==> config.mk <==
export PLATFORM = sky130hd
export DESIGN_NAME = branch_resolver
export DESIGN_NICKNAME = d
export VERILOG_FILES = /design/src/rtl/branch_resolver.sv
export SDC_FILE = /design/constraint.sdc
export NUM_CORES = 1
export LEC_CHECK = 0
export CELL_PAD_IN_SITES_DETAIL_PLACEMENT = 1
export CELL_PAD_IN_SITES_GLOBAL_PLACEMENT = 1
export CORE_ASPECT_RATIO = 0.5
export CORE_MARGIN = 2
export CORE_UTILIZATION = 25
export DETAILED_ROUTE_END_ITERATION = 10
export GPL_ROUTABILITY_DRIVEN = 0
export PLACE_DENSITY = 0.51
export SYNTH_ARGS = -nofsm -noshare
export SYNTH_HDL_FRONTEND = slang
export SYNTH_SLANG_ARGS = --single-unit
==> constraint.sdc <==
create_clock -name clk -period 10.14 [get_ports clk]
set_clock_uncertainty 0.15 [all_clocks]
set_input_delay 1.014 -clock clk [delete_from_list [all_inputs] [get_ports clk]]
set_output_delay 1.014 -clock clk [all_outputs]
set_load 0.02 [all_outputs]
==> src/rtl/branch_resolver.sv <==
// Execute-side branch resolver: keeps fetch predictions in an in-order queue, checks them
// against execute outcomes, and on a mispredict flushes and redirects fetch, then holds it off.
module branch_resolver #(
  parameter int DEPTH       = 4,
  parameter int HOLD_CYCLES = 2,
  parameter int CNT_WIDTH   = 16
) (
  input  logic                 clk,
  input  logic                 reset,
  input  logic                 pred_valid,
  input  logic                 pred_taken,
  input  logic [31:0]          pred_pc,
  input  logic [31:0]          pred_target,
  output logic                 pred_ready,
  input  logic                 res_valid,
  input  logic                 res_taken,
  input  logic [31:0]          res_target,
  output logic                 flush,
  output logic [31:0]          redirect_pc,
  output logic                 upd_valid,
  output logic                 upd_taken,
  output logic                 q_empty,
  output logic                 res_err,
  output logic [CNT_WIDTH-1:0] branch_cnt,
  output logic [CNT_WIDTH-1:0] mispred_cnt
);

  localparam int PTR_W  = $clog2(DEPTH);
  localparam int OCC_W  = $clog2(DEPTH + 1);
  localparam int HOLD_W = $clog2(HOLD_CYCLES + 1);

  typedef enum logic [1:0] {S_RUN, S_FLUSH, S_HOLD} state_t;

  function automatic logic [CNT_WIDTH-1:0] sat_inc(input logic [CNT_WIDTH-1:0] v,
                                                   input logic en);
    if (en && (v != '1)) return v + CNT_WIDTH'(1);
    return v;
  endfunction

  state_t            state, state_nxt;
  logic [HOLD_W-1:0] hold_cnt, hold_nxt;

  logic [31:0]       q_pc     [DEPTH];
  logic [31:0]       q_target [DEPTH];
  logic [DEPTH-1:0]  q_taken;
  logic [PTR_W-1:0]  rd_ptr, wr_ptr;
  logic [OCC_W-1:0]  count;

  logic              head_taken;
  logic [31:0]       head_pc, head_target;
  logic              push, push_eff, res_fire, pop, err_evt, mispred;

  assign head_taken  = q_taken[rd_ptr];
  assign head_pc     = q_pc[rd_ptr];
  assign head_target = q_target[rd_ptr];

  assign q_empty    = (count == '0);
  assign pred_ready = (state == S_RUN) && (count < OCC_W'(DEPTH));
  assign flush      = (state == S_FLUSH);

  assign push     = pred_valid && pred_ready;
  assign res_fire = (state == S_RUN) && res_valid;
  assign pop      = res_fire && !q_empty;
  assign err_evt  = res_fire && q_empty;
  assign mispred  = pop && ((head_taken != res_taken) ||
                            (head_taken && res_taken && (head_target != res_target)));
  // A push racing a mispredicting resolve is wrong-path and never lands.
  assign push_eff = push && !mispred;

  // Stage p0 -> p1: queue payload storage (data only, no reset)
  always_ff @(posedge clk) begin
    if (push_eff) begin
      q_pc[wr_ptr]     <= pred_pc;
      q_target[wr_ptr] <= pred_target;
      q_taken[wr_ptr]  <= pred_taken;
    end
  end

  // Stage p0 -> p1: queue control, training pulse, redirect and statistics
  always_ff @(posedge clk or negedge reset) begin
    if (!reset) begin
      rd_ptr      <= '0;
      wr_ptr      <= '0;
      count       <= '0;
      upd_valid   <= 1'b0;
      upd_taken   <= 1'b0;
      res_err     <= 1'b0;
      redirect_pc <= '0;
      branch_cnt  <= '0;
      mispred_cnt <= '0;
    end else begin
      upd_valid   <= pop;
      if (pop) upd_taken <= res_taken;
      if (err_evt) res_err <= 1'b1;
      branch_cnt  <= sat_inc(branch_cnt, pop);
      mispred_cnt <= sat_inc(mispred_cnt, mispred);
      if (mispred) begin
        rd_ptr      <= '0;
        wr_ptr      <= '0;
        count       <= '0;
        redirect_pc <= res_taken ? res_target : head_pc + 32'd4;
      end else begin
        if (push_eff) wr_ptr <= wr_ptr + PTR_W'(1);
        if (pop)      rd_ptr <= rd_ptr + PTR_W'(1);
        count <= count + OCC_W'(push_eff) - OCC_W'(pop);
      end
    end
  end

  always_ff @(posedge clk or negedge reset) begin
    if (!reset) begin
      state    <= S_RUN;
      hold_cnt <= '0;
    end else begin
      state    <= state_nxt;
      hold_cnt <= hold_nxt;
    end
  end

  always_comb begin
    state_nxt = state;
    hold_nxt  = hold_cnt;
    case (state)
      S_RUN: begin
        if (mispred) state_nxt = S_FLUSH;
      end
      S_FLUSH: begin
        state_nxt = S_HOLD;
        hold_nxt  = HOLD_W'(HOLD_CYCLES);
      end
      S_HOLD: begin
        hold_nxt = hold_cnt - HOLD_W'(1);
        if (hold_cnt <= HOLD_W'(1)) state_nxt = S_RUN;
      end
      default: state_nxt = S_RUN;
    endcase
  end

endmodule

==> results of run 1 <==
-- cells in the final DEF, fill, tap and decap left out, types with 3 or more instances in the layout --
| cell | instances |
|---|---|
| and2_1 | 7 |
| and3_1 | 12 |
| and3_2 | 4 |
| buf_4 | 13 |
| bufinv_16 | 5 |
| clkbuf_1 | 5 |
| clkbuf_16 | 38 |
| clkdlybuf4s50_1 | 169 |
| clkinv_1 | 7 |
| clkinv_2 | 6 |
| dfrtp_1 | 76 |
| edfxtp_1 | 260 |
| ha_1 | 15 |
| inv_1 | 13 |
| mux2_1 | 3 |
| mux2_2 | 30 |
| mux2_4 | 6 |
| mux4_2 | 64 |
| nand2_1 | 68 |
| nand2b_1 | 3 |
| nand3_1 | 16 |
| nand4_1 | 16 |
| nor2_1 | 22 |
| nor2b_1 | 3 |
| nor3_1 | 11 |
| nor3b_1 | 5 |
| nor4_1 | 5 |
| o21ai_0 | 37 |
| or2_2 | 3 |
| xnor2_1 | 62 |
| xor2_1 | 28 |
-- registers in the layout, summed over array words and instances (netlist names) --
name         flops
rd_ptr           2
wr_ptr           2
q_target       128
upd_valid        1
res_err          1
upd_taken        1
branch_cnt      16
state            2
q_taken          4
q_pc           128
hold_cnt         2
mispred_cnt     16
count            3
redirect_pc     32
-- worst min path at each step --
stage                                 to  slack, ps
2_1_floorplan       state[1]$_DFFE_PN0P_        340
3_3_place_gp         res_err$_DFFE_PN0P_        310
3_5_place_dp         res_err$_DFFE_PN0P_        310
4_1_cts        branch_cnt[5]$_DFFE_PN0P_        260
5_1_grt        branch_cnt[5]$_DFFE_PN0P_        270
6_report       branch_cnt[5]$_DFFE_PN0P_        270
-- power by group through the flow --
stage / clock [uW] / combinational [uW] / sequential, uW
detailed placement: 0 / 1440 / 1860
finish: 1360 / 1410 / 1830
floorplan: 0 / 829 / 1910
CTS: 1400 / 1440 / 1840
global route: 1450 / 1530 / 1860
global placement: 0 / 1420 / 1850
-- cell families after synthesis --
family                     Yosys count  share of synthesized area [%]
AOI/OAI and AO/OA                   50                           2.06
xor gates and xnor gates            90                           5.60
adders and majority gates           16                           1.48
buffers and inverters               44                           1.62
DFF                                338                           69.3
muxes                              105                           13.7
and+or+nand+nor                    180                           6.23
-- cells in the mapped netlist (all sizes together) (7+ instances only) --
master    n
and3     16
xnor2    62
nand3    16
ha       15
nand2    68
mux4     64
inv      13
o21ai    38
nor2     24
xor2     28
edfxtp  260
dfrtp    78
buf      21
nor3     11
clkbuf   10
nand4    16
mux2     39
and2      7
-- final cells by class --
type	count	area [sq um]	area share [%]
diodes	1	2.50	0.0140
clock buffers	43	970	5.43
clock inverters	21	238	1.33
inverters	13	48.8	0.273
multi-input cells	441	4100	22.9
flip-flops and latches	338	9760	54.7
well taps	756	946	5.30
repair buffers	183	1790	10.0
-- metal layers --
layer	global-route usage (%)	vias up	wire length, um
li1	-	3516	-
met1	15.8	4010	15800
met2	23.5	105	19600
met3	2.96	46	1690
met4	3.06	2	542
met5	0	-	13
-- through the flow --
stage,area [sq um],power [uW],std cells
3_5_place_dp,16700,3300,1731
3_3_place_gp,16700,3270,1731
2_1_floorplan,14100,2740,823
4_1_cts,17900,4680,1795
6_report,17900,4590,1796
5_1_grt,17900,4840,1796
==> results.sh, run 1 <==
export IMPL_status="completed"
export IMPL_synthArstFlopShare_pct=23.1
export IMPL_cp_slowest_cell="and3_2"
export IMPL_grt_pass1_wl_mm=55.9
export IMPL_r2r_setup_slack_ps=4150
export IMPL_critPathMostFrequentCell="buf_4"
export IMPL_synth_avg_cell_area_sq_um=17.1
export IMPL_grt_max_degree=66
export IMPL_timing_final_ws_setup_ps=4150
export IMPL_crit_fanout=36
export IMPL_rr_startpoint="rd_ptr[0]$_DFFE_PN0P_"
export IMPL_path_buf_inv=3
export IMPL_irDropWorstVdd_mv=0.109
export IMPL_grt_antenna_before_repair=4
export IMPL_core_rowCount=61
export IMPL_finalMaxSlewViolations=0
export IMPL_comb_power_share_pct=30.6
export IMPL_netSwitchingFraction_pct=30.6
export IMPL_clk_latency_ps=540
export IMPL_grt_ovfl_total=0
export IMPL_critPathMaxStageDelay_ps=820
export IMPL_fp_dieW_um=340
export IMPL_drc=0
export IMPL_rsz0062_at_grt="no"
export IMPL_rr_endpoint="q_target[0][26]$_DFFE_PP_"
export IMPL_hold_viol_final=0
export IMPL_crit_required_ps=10150
export IMPL_min_path_type="input pin to asynchronous set/reset pin"
export IMPL_worstSetupEndpoint="q_target[0][26]$_DFFE_PP_"
export IMPL_clkTransAtPathRegs_ps=60
export IMPL_arrival_ps=6000
export IMPL_preCtsSetupSlack_ps=4070
export IMPL_synth_top_area_share_pct=55.5
export IMPL_setup_viol_count_final=0
export IMPL_worstSetupStartpoint="rd_ptr[0]$_DFFE_PN0P_"
export IMPL_ctsHoldBuffers=0
export IMPL_synth_area_leader_cell="edfxtp_1"
export IMPL_cts_root_buf="clkbuf_16"
export IMPL_port_buffers=171
export IMPL_clkPwrFrac_pct=29.6
export IMPL_drt_initial_drc_count=403
export IMPL_tightest_slew_ps=1080
export IMPL_clock_tree_buffer_depth=3
export IMPL_yosys_warnings=0
export IMPL_synthFlopType="edfxtp_1"
export IMPL_die_area_sq_mm=0.0583
export IMPL_netlist_top_cells_area="edfxtp_1 (55%), dfrtp_1 (14%), mux4_2 (10%), xnor2_1 (3.9%), mux2_2 (2.4%)"
export IMPL_postRouteAntennaNets=0
export IMPL_maxCapViolCount=0
export IMPL_ios=172
export IMPL_path_delay_family="buffers and inverters"
export IMPL_path_class="register to register"
export IMPL_tns_ps=0
export IMPL_p_leak_uw=0.00599
export IMPL_cts_tree="built"
export IMPL_final_nets=1131
export IMPL_p_sw_uw=1410
export IMPL_ys_ff_latch=338
export IMPL_syn_nets=941
export IMPL_die_h_um=172
export IMPL_post_drt_wl_per_cell_um=21.0
export IMPL_wirelength_mm=37.6
export IMPL_numClockSinks=338
export IMPL_p_seq_share_pct=39.8
export IMPL_track_usage_pct=13.0
export IMPL_core_area_sq_mm=0.0556
export IMPL_critical_path_cell_count=10
export IMPL_max_slew_margin_rel_pct=27.6
export IMPL_synth_cells=823
export IMPL_p_per_area_mw_per_mm2=257
export IMPL_hold_ws_ps=267
export IMPL_synth_distinct_cells=43
export IMPL_via_per_inst=4.28
export IMPL_n_fill_cell=5807
export IMPL_num_vias=7679
export IMPL_numCtsBuffers=36
export IMPL_start_kind="register"
export IMPL_hpwl_mm=26.4
export IMPL_internal_power_uw=3190
export IMPL_synth_edf_count=260
export IMPL_syn_area_sq_mm=0.0141
export IMPL_cts_htree_levels=2
export IMPL_ctsResizeCount=0
export IMPL_dr_pass1_iters=4
export IMPL_drive_above_1_share_pct=17.6
export IMPL_grt_pass1_vias=8421
export IMPL_post_route_min_period_ps=5990
export IMPL_yosysSeqAreaShare_pct=69.3
export IMPL_fin_crit_sh_pct=59.1
export IMPL_crit_chain="buf_4, mux4_2, xnor2_1, nand4_1, nor4_1, a21boi_1, o21ai_4, buf_4, and3_2, buf_4"
export IMPL_area_growth_pct=26.9
export IMPL_post_cts_setup_buffers=0
export IMPL_reg2regPathDepth=10
export IMPL_fmax_ghz=0.167
export IMPL_end_kind="register"
export IMPL_final_util_pct=32.1
export IMPL_initial_core_util_pct=25.3
Power figures use the tool's default switching activity.
==> run 2, diff against run 1 <==
- PLACE_DENSITY: 0.51 -> 0.52
- clock period: 10.14 -> 5.3 ns (I/O delays scaled with it)
==> run 2 against run 1 <==
Compared with the run above: non-clock buffer count grew 9; critical path depth unchanged; global-route usage about the same; wire length increased by 0.15%; sequential share of layout area barely moved; final cell count rose by 0.50%; final area about the same; first-iteration DRC count rose by 7.4%; combinational power up 90%; register-to-register slack got worse by 3700 ps; utilization barely moved; clock power increased by 76%; highest routed layer is now met4.
==> results.sh, run 2 (synthesis results as in run 1) <==
export IMPL_fin_cells=1805
export IMPL_numCtsBuffers=36
export IMPL_met1_length_mm=16.6
export IMPL_drt_initial_drc_count=433
export IMPL_area_growth_pct=27.0
export IMPL_wl_met3_mm=1.18
export IMPL_numClockSinks=338
export IMPL_max_slew_margin_rel_pct=31.4
export IMPL_r2r_setup_slack_ps=480
export IMPL_end_kind="register"
export IMPL_crit_required_ps=5330
export IMPL_die_h_um=172
export IMPL_cts_root_buf="clkbuf_16"
export IMPL_irDropWorstVdd_mv=0.219
export IMPL_comb_power_share_pct=31.2
export IMPL_netSwitchingFraction_pct=31.1
export IMPL_min_from="upd_taken$_DFFE_PN0P_"
export IMPL_postRouteAntennaNets=0
export IMPL_dr_pass1_iters=6
export IMPL_rr_startpoint="rd_ptr[0]$_DFFE_PN0P_"
export IMPL_clk_latency_ps=540
export IMPL_core_rowCount=61
export IMPL_fp_dieW_um=340
export IMPL_final_nets=1140
export IMPL_ios=172
export IMPL_grt_max_degree=62
export IMPL_clkPwrFrac_pct=27.9
export IMPL_maxCapViolCount=0
export IMPL_dr_max_layer_used="met4"
export IMPL_clkTransAtPathRegs_ps=60
export IMPL_post_route_min_period_ps=4820
export IMPL_port_buffers=171
export IMPL_die_area_sq_mm=0.0583
export IMPL_drc=0
export IMPL_clock_tree_buffer_depth=3
export IMPL_cts_tree="built"
export IMPL_track_usage_pct=13.0
export IMPL_final_util_pct=32.2
export IMPL_core_area_sq_mm=0.0556
export IMPL_drive_above_1_share_pct=17.6
export IMPL_grt_pass1_vias=8483
export IMPL_tightest_slew_ps=1020
export IMPL_worstSetupEndpoint="q_pc[2][2]$_DFFE_PP_"
export IMPL_p_per_area_mw_per_mm2=480
export IMPL_post_cts_setup_buffers=0
export IMPL_hold_viol_final=0
export IMPL_internal_power_uw=5910
export IMPL_p_leak_uw=0.00599
export IMPL_wl_met2_mm=19.5
export IMPL_cp_slowest_cell="dfrtp_4"
export IMPL_timing_final_ws_setup_ps=475
export IMPL_post_drt_wl_per_cell_um=20.9
export IMPL_start_kind="register"
export IMPL_fin_crit_sh_pct=91.0
export IMPL_top_regs="q_pc (128), q_target (128), redirect_pc (32)"
export IMPL_grt_antenna_before_repair=0
export IMPL_via_per_inst=4.28
export IMPL_dpl_cell_count=1739
export IMPL_path_class="register to register"
export IMPL_grt_pass1_wl_mm=56.3
export IMPL_status="completed"
export IMPL_min_path_type="register to register"
export IMPL_arrival_ps=4860
export IMPL_hpwl_mm=26.2
export IMPL_wirelength_mm=37.7
export IMPL_grt_ovfl_total=0
export IMPL_critPathMaxStageDelay_ps=790
export IMPL_crit_fanout=40
export IMPL_rsz0062_at_grt="no"
export IMPL_initial_core_util_pct=25.3
export IMPL_layout_common_cells="edfxtp_1 (260), clkdlybuf4s50_1 (169), dfrtp_1 (76)"
export IMPL_cts_htree_levels=2
export IMPL_crit_chain="buf_4, mux4_2, xnor2_1, nand4_1, nor4_1, a21boi_1, o21ai_4, buf_4, and3_2, buf_4"
export IMPL_setup_viol_count_final=0
export IMPL_finalMaxSlewViolations=0
export IMPL_p_seq_share_pct=40.9
export IMPL_worstSetupStartpoint="rd_ptr[0]$_DFFE_PN0P_"
export IMPL_rr_endpoint="q_pc[2][2]$_DFFE_PP_"
export IMPL_tns_ps=0
export IMPL_diodes=0
export IMPL_layout_commonest_cell="edfxtp_1"
export IMPL_critPathMostFrequentCell="buf_4"
export IMPL_num_vias=7732
export IMPL_preCtsSetupSlack_ps=459
export IMPL_p_sw_uw=2660
export IMPL_fmax_ghz=0.207
export IMPL_reg2regPathDepth=10
-- run 2: cell types whose count changed in the layout (fill, tap and decap cells not counted), sizes merged, moves of 2 or more --
| cell | previous run | this run |
|---|---|---|
| buf | 14 | 22 |
| clkbuf | 43 | 49 |
| bufinv | 5 | 1 |
| inv | 13 | 16 |
| clkinv | 14 | 12 |
| clkinvlp | 2 | 0 |
-- run 2: repair_timing --
item                       4_1_cts  5_1_grt
setup endpoints to repair        0        0
gates resized for setup          0        0
hold endpoints to repair        43        0
hold buffers                     1        0
-- run 2: worst min-delay path by stage --
stage	to	slack (ps)	cells past startpoint
after floorplan	branch_cnt[0]$_DFFE_PN0P_	80	0
after global placement	upd_taken$_DFFE_PN0P_	320	2
after detailed placement	upd_taken$_DFFE_PN0P_	330	2
after CTS	upd_taken$_DFFE_PN0P_	350	2
after global routing	upd_taken$_DFFE_PN0P_	360	2
final	upd_taken$_DFFE_PN0P_	330	2
-- run 2: area by class of cell --
class	count	area, sq um
clock buffers	49	960
clock inverters	16	134
fillers	5793	37700
inverters	13	48.8
multi-input cells	441	4100
flip-flops and latches	338	9760
well taps	756	946
repair buffers	192	1930
-- run 2: power groups by stage --
stage               combinational (uW)  sequential [uW]  clock [uW]
floorplan                         1590             3660           0
global placement                  2710             3550           0
detailed placement                2740             3570           0
CTS                               2750             3520        2470
global route                      2920             3560        2570
finish                            2680             3510        2390
-- run 2: per-layer routing --
| metal | vias to the layer above | GRT usage (%) |
|---|---|---|
| met5 | - | 0 |
| met4 | 0 | 2.58 |
| met3 | 32 | 2.22 |
| met2 | 99 | 23.2 |
| met1 | 4071 | 16.6 |
| li1 | 3530 | - |
-- run 2: stage by stage --
| stage | hold WS, ps | cell area [sq um] | power, uW |
|---|---|---|---|
| final | 334 | 17900 | 8570 |
| after global routing | 362 | 17900 | 9040 |
| after CTS | 347 | 17900 | 8730 |
| after detailed placement | 331 | 16800 | 6300 |
| after global placement | 320 | 16800 | 6260 |
| after floorplan | 84.4 | 14100 | 5240 |
-- run 2: worst max-delay path: cells and delay by family (launching register included) --
kind / cells / cell delay, ps
AOI/OAI and AO/OA: 2 / 450
xor gates and xnor gates: 1 / 160
buffers and inverters: 3 / 1240
DFF: 1 / 790
muxes: 1 / 540
and+or+nand+nor: 3 / 1090
